### src/rtl/mem_arbiter_pkg.sv
// mem_arbiter_pkg -- shared types for the two-master memory arbiter.
// Holds the arbiter FSM state encoding, the master identifier type and the
// lock-counter width. Imported by mem_arbiter and mem_arbiter_rr.
package mem_arbiter_pkg;

   typedef enum logic [1:0] {
      IDLE,
      LOCK,
      COOL
   } state_t;

   typedef enum logic {
      M0 = 1'b0,
      M1 = 1'b1
   } master_id_t;

   localparam int unsigned LOCK_CNT_W = 8;

endpackage

### src/rtl/mem_arbiter_rr.sv
// mem_arbiter_rr -- two-input grant selector (purely combinational).
// Ports:
//   i_req0, i_req1 : eligible requests (already masked by the caller)
//   i_favour       : master that wins when both request
//   o_gnt0, o_gnt1 : one-hot (or zero) grant
// Fixed priority is obtained by tying i_favour to M0; round-robin by feeding
// it from a last-granted pointer held in the parent.
module mem_arbiter_rr
   import mem_arbiter_pkg::*;
(
   input  logic       i_req0,
   input  logic       i_req1,
   input  master_id_t i_favour,
   output logic       o_gnt0,
   output logic       o_gnt1
);

   always_comb begin
      o_gnt0 = i_req0 & ~(i_req1 & (i_favour == M1));
      o_gnt1 = i_req1 & ~(i_req0 & (i_favour == M0));
   end

endmodule

### src/rtl/mem_arbiter.sv
// mem_arbiter -- arbitrates two masters (m0 core LSU, m1 DMA/debug) onto one
// shared slave port with fixed one-cycle response latency.
// Ports:
//   clk_i, rst_i            : clock, synchronous active-high reset
//   mN_req/we/be/addr/wdata : master N request channel (inputs)
//   mN_gnt_o                : combinational grant for this cycle
//   mN_rvalid_o/rdata_o     : response one cycle after grant
//   m1_lock_i               : m1 exclusive-ownership request
//   s_req/we/be/addr/wdata  : shared slave request (outputs)
//   s_rdata_i               : slave read data, one cycle after s_req_o
// Parameters: MAX_LOCK (1..255) consecutive LOCK grants to m1, ADDR_W.
// Build option: define MEM_ARBITER_RR_EN for round-robin IDLE tie-break;
// otherwise m0 has fixed priority.
module mem_arbiter
   import mem_arbiter_pkg::*;
#(
   parameter int unsigned MAX_LOCK = 8,
   parameter int unsigned ADDR_W   = 32
)(
   input  logic              clk_i,
   input  logic              rst_i,
   input  logic              m0_req_i,
   input  logic              m0_we_i,
   input  logic [3:0]        m0_be_i,
   input  logic [ADDR_W-1:0] m0_addr_i,
   input  logic [31:0]       m0_wdata_i,
   output logic              m0_gnt_o,
   output logic              m0_rvalid_o,
   output logic [31:0]       m0_rdata_o,
   input  logic              m1_req_i,
   input  logic              m1_we_i,
   input  logic [3:0]        m1_be_i,
   input  logic [ADDR_W-1:0] m1_addr_i,
   input  logic [31:0]       m1_wdata_i,
   output logic              m1_gnt_o,
   output logic              m1_rvalid_o,
   output logic [31:0]       m1_rdata_o,
   input  logic              m1_lock_i,
   output logic              s_req_o,
   output logic              s_we_o,
   output logic [3:0]        s_be_o,
   output logic [ADDR_W-1:0] s_addr_o,
   output logic [31:0]       s_wdata_o,
   input  logic [31:0]       s_rdata_i
);

   localparam logic [LOCK_CNT_W-1:0] MAX_CNT = LOCK_CNT_W'(MAX_LOCK);

   state_t                  r_state;
   state_t                  w_state_nxt;
   logic [LOCK_CNT_W-1:0]   r_cnt;
   logic [LOCK_CNT_W-1:0]   w_cnt_nxt;
   logic                    r_pend0;
   logic                    r_pend1;
   logic                    w_req0;
   logic                    w_req1;
   logic                    w_gnt0;
   logic                    w_gnt1;
   master_id_t              w_favour;

   // m0 is locked out while m1 owns the port; nothing is granted in reset.
   assign w_req0 = m0_req_i & ~rst_i & (r_state != LOCK);
   assign w_req1 = m1_req_i & ~rst_i;

`ifdef MEM_ARBITER_RR_EN
   master_id_t r_last;

   always_ff @(posedge clk_i) begin
      if (rst_i)       r_last <= M1;
      else if (w_gnt0) r_last <= M0;
      else if (w_gnt1) r_last <= M1;
   end

   // COOL always favours m0; otherwise the last winner loses the tie.
   assign w_favour = ((r_state == COOL) || (r_last == M1)) ? M0 : M1;
`else
   assign w_favour = M0;
`endif

   mem_arbiter_rr u_sel (
      .i_req0   (w_req0),
      .i_req1   (w_req1),
      .i_favour (w_favour),
      .o_gnt0   (w_gnt0),
      .o_gnt1   (w_gnt1)
   );

   always_ff @(posedge clk_i) begin
      if (rst_i) begin
         r_state <= IDLE;
         r_cnt   <= '0;
      end else begin
         r_state <= w_state_nxt;
         r_cnt   <= w_cnt_nxt;
      end
   end

   always_comb begin
      w_state_nxt = r_state;
      w_cnt_nxt   = r_cnt;
      case (r_state)
         IDLE: begin
            if (w_gnt1 && m1_lock_i) begin
               w_state_nxt = LOCK;
               w_cnt_nxt   = '0;
            end
         end
         LOCK: begin
            if (!m1_lock_i) begin
               w_state_nxt = IDLE;
            end else if (w_gnt1) begin
               w_cnt_nxt = (r_cnt == MAX_CNT) ? r_cnt : r_cnt + 1'b1;
               if (w_cnt_nxt == MAX_CNT) w_state_nxt = COOL;
            end
         end
         COOL:    w_state_nxt = IDLE;
         default: w_state_nxt = IDLE;
      endcase
   end

   always_comb begin
      s_req_o   = w_gnt0 | w_gnt1;
      s_we_o    = 1'b0;
      s_be_o    = '0;
      s_addr_o  = '0;
      s_wdata_o = '0;
      if (w_gnt1) begin
         s_we_o    = m1_we_i;
         s_be_o    = m1_be_i;
         s_addr_o  = m1_addr_i;
         s_wdata_o = m1_wdata_i;
      end else if (w_gnt0) begin
         s_we_o    = m0_we_i;
         s_be_o    = m0_be_i;
         s_addr_o  = m0_addr_i;
         s_wdata_o = m0_wdata_i;
      end
   end

   always_ff @(posedge clk_i) begin
      if (rst_i) begin
         r_pend0 <= 1'b0;
         r_pend1 <= 1'b0;
      end else begin
         r_pend0 <= w_gnt0;
         r_pend1 <= w_gnt1;
      end
   end

   // A response still pending when reset rises is suppressed immediately.
   assign m0_gnt_o    = w_gnt0;
   assign m1_gnt_o    = w_gnt1;
   assign m0_rvalid_o = r_pend0 & ~rst_i;
   assign m1_rvalid_o = r_pend1 & ~rst_i;
   assign m0_rdata_o  = m0_rvalid_o ? s_rdata_i : '0;
   assign m1_rdata_o  = m1_rvalid_o ? s_rdata_i : '0;

endmodule

### config.mk
export PLATFORM = sky130hd
export DESIGN_NAME = mem_arbiter
export DESIGN_NICKNAME = d
export VERILOG_FILES = /design/src/rtl/mem_arbiter_pkg.sv /design/src/rtl/mem_arbiter_rr.sv /design/src/rtl/mem_arbiter.sv
export SDC_FILE = /design/constraint.sdc
export NUM_CORES = 1
export LEC_CHECK = 0
export CAP_MARGIN = 20
export CORE_AREA = 2 2 123 125
export DETAILED_ROUTE_END_ITERATION = 16
export DIE_AREA = 0 0 125 127
export GPL_TIMING_DRIVEN = 0
export MAX_ROUTING_LAYER = met4
export SYNTH_ARGS = -nofsm -noshare
export SYNTH_HDL_FRONTEND = slang
export SYNTH_SLANG_ARGS = --single-unit
### constraint.sdc
create_clock -name clk_i -period 2.5 [get_ports clk_i]
set_input_delay 0.5 -clock clk_i [delete_from_list [all_inputs] [get_ports clk_i]]
set_output_delay 0.5 -clock clk_i [all_outputs]
set_load 0.005 [all_outputs]
==> results of run 1 <==
-- sequential cells by signal, indices dropped and copies added, names as in the netlist --
register / cells
r_cnt: 8
r_pend0: 1
r_pend1: 1
r_state: 2
-- cells by family after synthesis --
logic type	Yosys count	share of synthesized area
fa+ha+maj	2	0.0136
simple gates	102	0.342
xor+xnor	3	0.0143
flops	12	0.131
buf+inv	29	0.0593
compound gates	99	0.440
-- power groups by stage --
stage               clock network (uW)  logic (uW)  registers (uW)
finish                             333         684             195
global route                       346         731             195
CTS                                335         692             195
detailed placement                   0         676             198
global placement                     0         671             198
floorplan                            0         150             198
-- how the worst max path moves through the flow --
stage                          endpoint  slack, ns  depth (start not counted)
after floorplan            s_addr_o[23]       0.37                          5
after global placement     s_addr_o[25]      -1.21                          6
after detailed placement      s_be_o[0]      -1.23                          6
after CTS                 s_wdata_o[17]      -0.15                          7
after global routing      s_wdata_o[30]      -0.13                          7
final                     s_wdata_o[28]      -0.04                          7
-- worst min-delay path, cell delays in order (launching register included) --
cell and delay (ns):
sky130_fd_sc_hd__dfxtp_1 0.35, sky130_fd_sc_hd__nand2_1 0.07, sky130_fd_sc_hd__a21oi_1 0.06
-- cell usage in the layout (no fill, tap or decap), drive strengths merged, types with 2 or more instances in the layout --
cell,count
inv,4
clkdlybuf4s50,252
nand2,4
a22o,69
nor2b,2
xor2,2
dlygate4sd2,22
dlymetal6s2s,30
a211oi,4
a21oi,8
a2111oi,2
nor3,2
and3,2
nand2b,2
a211o,2
o21ai,7
nor2,8
nand3,3
nor4,2
dfxtp,12
nand3b,3
nand4,2
nand4b,2
clkbuf,26
and2,64
buf,22
ha,2
nor3b,2
-- timing repair --
item                       in CTS  in global routing
cloned                          1                  0
setup endpoints to repair     132                 84
buffers inserted                9                  4
pin swaps                       2                  4
resized for setup              75                 78
-- layer usage --
layer  vias to the layer above  track usage  wire length, um
met2                       207        0.287             6890
met5                         -            -                0
li1                       1595            -                -
met3                        14       0.0264              948
met1                      1506        0.169             4960
met4                         0       0.0431              295
-- metrics by stage --
step                TNS (ns)  hold WS, ns  std cells  total power (uW)
floorplan                  0        0.482        247               348
detailed placement    -81.81        0.513        742               874
CTS                    -4.29        0.519        756              1220
finish               -0.0819        0.524        759              1210
global route          -0.909        0.577        759              1270
global placement      -77.88        0.506        742               869
-- layout make-up --
type | count | area, um^2 | area share
Inverter | 4 | 15.0 | 0.00268
Multi-Input combinational cell | 206 | 1540 | 0.275
Tap cell | 184 | 230 | 0.0412
Sequential cell | 12 | 240 | 0.0429
Clock buffer | 4 | 88.8 | 0.0159
Buffer | 24 | 201 | 0.0360
Timing Repair Buffer | 325 | 3280 | 0.587
==> impl_results.md, run 1 <==
* Result of the run: finished with violations
* Violated checks: setup timing
* Final setup fails at 2
* Portion of total power attributed to sequential cells at 0.161
* Global-route wire length before repair at between 15000 and 20000 um
* Largest voltage drop on the vdd net at 170 uV
* Worst path buffer plus inverter count at 4
* Static Leakage at around 0.0026 uW
* Final min period at 2.54 ns
* Via count of the first global-routing pass at 3329
* Total clock buffers created by CTS at 3
* Net switching power figure at 302 uW
* Number of filler instances in the final layout at 1476
* Cell type with the highest aggregate area in the netlist: sky130_fd_sc_hd__a22o_1
* Worst setup margin at -0.0435 ns
* Vias per std cell at 4.38
* Min-Delay Path Class: register to register
* Share of Yosys cell area claimed by the top area cell type at 0.329
* Core occupancy in the finished layout at 0.388
* Area growth, synth to finish at 205%
* Critical path start-end classification: primary input to output pin
* CP startpoint kind: primary input
* Synth Register Bits at 12
* Cell row count at 44
* Worst Hold Path Cells at 2
* Critical path endpoint category: output pin
* Post-Route Skew at 0.00196 ns
* H-tree levels at 1
* Cell-internal power at 910 uW
* DRC violations left at 0
* Routed Wire Length at about 13000 um
* Number of nets in the layout at ~750
* Cell with the largest stage delay on the worst path: sky130_fd_sc_hd__clkdlybuf4s50_1
* Power share of the combinational group at 0.564
* Share of total power consumed by net switching at 0.249
* Cells after synthesis at 247
* Slowest cell delay on critical path at 0.51 ns
* Worst path cell trace: clkbuf_4, nand2b_4, a21oi_4, buf_4, clkbuf_8, a22o_1, clkdlybuf4s50_1
* Mapped Nets at between 400 and 500
* Transition at the pin with the smallest max-transition slack at around 0.63 ns
* Max-slew violation count at 0
* Setup slack on the worst flop-to-flop path at 0.44 ns
* Hold Startpoint: r_cnt[5]
* Longest Clk Path Bufs at 2
* Launch point of the critical path: rst_i
* Worst reg2reg path endpoint: r_state[0]
* Initial Util at 0.127
* Clk network pwr share at 0.275
* Proportion of layout cells with a drive suffix above 1 at 0.0939
* Root buffer selected by CTS: sky130_fd_sc_hd__clkbuf_16
* Post-synth top flop: sky130_fd_sc_hd__dfxtp_1
* Gate family responsible for the most delay along the worst path: buffers and inverters
* Yosys warnings at 0
* Share of synthesized area occupied by flip-flops and latches at 0.131
* First-iteration detailed-routing DRC count at 75
* Overflow after GRT at 0
* Worst slack, placed at -1.23 ns
* Worst path arrival time at around 2.0 ns
* Worst relative slew slack at 0.580
* Data required time at the worst endpoint at 2.00 ns
* Critical Path Fanout Max at 8
* Core region area at 14400 um^2
* Global-route total usage across every layer at 0.154
* Tcrit/Tclk final at 1.02
* Die height at around 130 um
* Count of max-cap constraint violations at 0
* Area contributors post-synth: sky130_fd_sc_hd__a22o_1, sky130_fd_sc_hd__and2_1, sky130_fd_sc_hd__dfxtp_1, sky130_fd_sc_hd__clkbuf_1, sky130_fd_sc_hd__a21oi_1
* Pwr/cell area at 217 nW/um^2
* Endpoint of the worst hold-timing path: r_cnt[5]
* TritonCTS clock tree: done
* DIE WIDTH at 125 um
* Antenna Nets Post-Route at 0
* Number of port buffers at between 300 and 400
* Clock-pin slew of the registers on the worst-case setup and hold paths at 0.04 ns
* Clock latency on the worst-skew pair at around 0.24 ns
* Synthesized area divided by synthesized cell count at about 7.4 um^2
* Reg2Reg Launch Point: r_cnt[1]
* Length of the first detailed-routing pass in iterations at 4
* Final-report hold violation count at 0
* Drt wl/cell at 17.2 um
* Setup repair after global routing missed its margin: yes
* Count of vias placed by the detailed router at approximately 3300
* Total half-perimeter wirelength after legalization and detailed placement at 11200 um
* Pin count of the biggest net entering global routing at 11
* Distinct cells, synth at 36
* Final design area excluding fillers at 5590 um^2
* Share of flip-flops with an asynchronous set or reset after synthesis at 0
* Depth of the worst register-to-register path at 6
* Top cells by count, synth: sky130_fd_sc_hd__a22o_1, sky130_fd_sc_hd__and2_1, sky130_fd_sc_hd__clkbuf_1
* Diodes inserted at 0
* Hold buffers post-CTS at 0
* Final Wtd Congestion at approximately 0.95
* Antenna violations before repair at 0
* Placed cell area at 5180 um^2
* Most common cell in the synthesized netlist: sky130_fd_sc_hd__a22o_1
* Clock Sinks at 12
* Max Clock Freq at 393 MHz
* Area of the mapped netlist at 1840 um^2
* Area enclosed by the die boundary at 15900 um^2
* Number of flops mapped to enable cells by yosys at 0
* Number of top-level pins at ~310
No activity file was read; power rests on OpenSTA's default activity.
==> run 2: changes to the inputs <==
CTS_CLUSTER_SIZE = 24   (was default)
clock period = 2.9 ns   (was 2.5 ns; I/O delays follow)
==> run 2 against run 1 <==
Against the previous run:
- the flow now finishes without violations
- via count decreased by 0.93%
- combinational power decreased by 13%
- global-route usage decreased by 0.082 points
- die area unchanged
- count of clock-buffer cells in the layout unchanged
- wire length decreased by 1.2%
- sequential share of layout area increased by 0.13 points
- clock skew increased by 0.0012 ns
- largest power group unchanged
- critical path depth unchanged
- register-to-register slack improved by 0.40 ns
- flip-flop and latch count unchanged
- worst setup slack improved by 0.14 ns
==> impl_results.md, run 2 (synthesized netlist as in run 1, its figures left out) <==
* Result of the run: complete, no violations
* Count of vias placed by the detailed router at 3291
* Clock-pin slew of the registers on the worst-case setup and hold paths at 0.04 ns
* Length of the first detailed-routing pass in iterations at 4
* Final total negative setup slack at 0 ns
* Pwr/cell area at 193 nW/um^2
* Portion of total power attributed to sequential cells at 0.160
* First-iteration detailed-routing DRC count at 80
* Data required time at the worst endpoint at 2.32 ns
* Hold buffers post-CTS at 0
* Diodes inserted at 0
* Hold Startpoint: r_cnt[5]
* Most frequent cells in the layout: sky130_fd_sc_hd__clkdlybuf4s50_1, sky130_fd_sc_hd__a22o_1, sky130_fd_sc_hd__and2_1
* Root buffer selected by CTS: sky130_fd_sc_hd__clkbuf_16
* Count of max-cap constraint violations at 0
* Critical path endpoint category: output pin
* Initial Util at 0.127
* Min-Delay Path Class: register to register
* Via count of the first global-routing pass at 3305
* Transition at the pin with the smallest max-transition slack at 0.629 ns
* Total half-perimeter wirelength after legalization and detailed placement at 11200 um
* DIE WIDTH at 125 um
* Setup slack on the worst flop-to-flop path at 0.84 ns
* Core region area at 14400 um^2
* Clock latency on the worst-skew pair at 0.24 ns
* Total clock buffers created by CTS at 3
* Final min period at approximately 2.8 ns
* Number of top-level pins at 313
* Power share of the combinational group at 0.567
* H-tree levels at 1
* PnR Total Power at 1050 uW
* DRC violations left at 0
* Max Clock Freq at 356 MHz
* Worst Hold Path Cells at 2
* Area growth, synth to finish at 196%
* Cell-internal power at 792 uW
* Longest Clk Path Bufs at 2
* Worst path arrival time at 2.23 ns
* Area enclosed by the die boundary at 15900 um^2
* Worst reg2reg path endpoint: r_state[0]
* Final design area excluding fillers at between 5000 and 6000 um^2
* Static Leakage at 0.00210 uW
* Max-slew violation count at 0
* Global-route wire length before repair at 18700 um
* Final-report hold violation count at 0
* TritonCTS clock tree: done
* Critical Path Fanout Max at 10
* Global-route total usage across every layer at 0.153
* CP startpoint kind: primary input
* Endpoint of the worst hold-timing path: r_cnt[5]
* Reg2Reg Launch Point: r_cnt[1]
* Pin count of the biggest net entering global routing at 11
* Leading cell type in the layout, fill and taps excluded: sky130_fd_sc_hd__clkdlybuf4s50_1
* Clk network pwr share at 0.273
* Final setup fails at 0
* Proportion of layout cells with a drive suffix above 1 at 0.0599
* Leading registers by flop count: r_cnt: 8 flops, r_state: 2 flops
* Number of flip-flops under the largest register name at 8
* Clock Sinks at 12
* Antenna Nets Post-Route at 0
* Worst path cell trace: clkdlybuf4s15_2, nand2_2, nor2_4, buf_12, clkbuf_2, a22o_1, clkdlybuf4s50_1
* Cell row count at 44
* Share of total power consumed by net switching at 0.246
* Net switching power figure at 258 uW
* Overflow after GRT at 0
* Setup repair after global routing missed its margin: no
* Vias per std cell at 4.38
* Slowest cell delay on critical path at 0.52 ns
* Largest voltage drop on the vdd net at 144 uV
* Depth of the worst register-to-register path at 6
* Critical path start-end classification: primary input to output pin
* Worst hold margin at 0.520 ns
* Register name with the most flops: r_cnt
* Die height at 127 um
* Antenna violations before repair at 0
* Core occupancy in the finished layout at 0.376
* Placed cell area at just over 5000 um^2
* Drt wl/cell at 17.2 um
* Routed Wire Length at 12900 um
* Number of nets in the layout at 746
* Cell with the largest stage delay on the worst path: sky130_fd_sc_hd__clkdlybuf4s50_1
* Final Wtd Congestion at 0.948
* Post-Route Skew at 0.00320 ns
* Worst relative slew slack at 0.580
* Tcrit/Tclk final at 0.967
* Number of port buffers at 311
==> run 2: cell types whose count changed in the layout (fill, tap and decap cells not counted), sizes merged <==
cell,change
clkbuf,+1
dlymetal6s2s,-25
dlygate4sd2,-20
buf,-14
clkdlybuf4s50,+51
==> run 2: critical path, delay by kind of cell <==
family,cells,cell delay [ns]
AND/OR/NAND/NOR,2,0.25
buffers and inverters,4,1.16
AO/OA/AOI/OAI,1,0.23
==> run 2: how the worst max path moves through the flow <==
stage,slack [ns],start,to
2_1_floorplan,0.61,rst_i,s_addr_o[23]
3_3_place_gp,-0.97,m0_req_i,s_addr_o[25]
3_5_place_dp,-0.99,m0_req_i,s_be_o[0]
4_1_cts,-0.002,rst_i,s_wdata_o[8]
5_1_grt,0.01,m0_req_i,s_wdata_o[17]
6_report,0.09,m0_req_i,s_addr_o[19]
==> run 2: stage by stage <==
| stage | std cells | worst slack [ns] |
|---|---|---|
| floorplan | 247 | 0.611 |
| global placement | 742 | -0.974 |
| detailed placement | 742 | -0.985 |
| CTS | 752 | -0.00180 |
| global route | 752 | 0.0128 |
| finish | 752 | 0.0943 |
==> run 2: cell type report <==
type	instances	area, um^2
buffer	25	141
sequential	12	240
tap	184	230
fill	1484	8990
inverter	4	15.0
multi-input combinational	206	1520
clock buffer	4	88.8
timing repair buffer	317	3190
==> run 2: power by group through the flow <==
stage	Combinational, uW	Sequential (uW)	Clock (uW)
after detailed placement	583	171	0
final	595	168	287
after CTS	603	168	289
after floorplan	129	171	0
after global routing	633	168	298
after global placement	578	171	0
==> run 2: repair_timing <==
action / 4_1_cts / 5_1_grt
cloned: 1 / 0
pin swaps: 1 / 1
buffers inserted: 5 / 0
gates resized for setup: 34 / 14
endpoints found under the setup margin: 71 / 94
==> run 2: routing by layer <==
metal  global-route usage  part of all wire  vias to the layer above
li1                     -                 -                     1582
met1                0.167              0.38                     1483
met2                0.287              0.52                      210
met3               0.0264             0.073                       16
met4               0.0431             0.026                        0
met5                    -                 0                        -
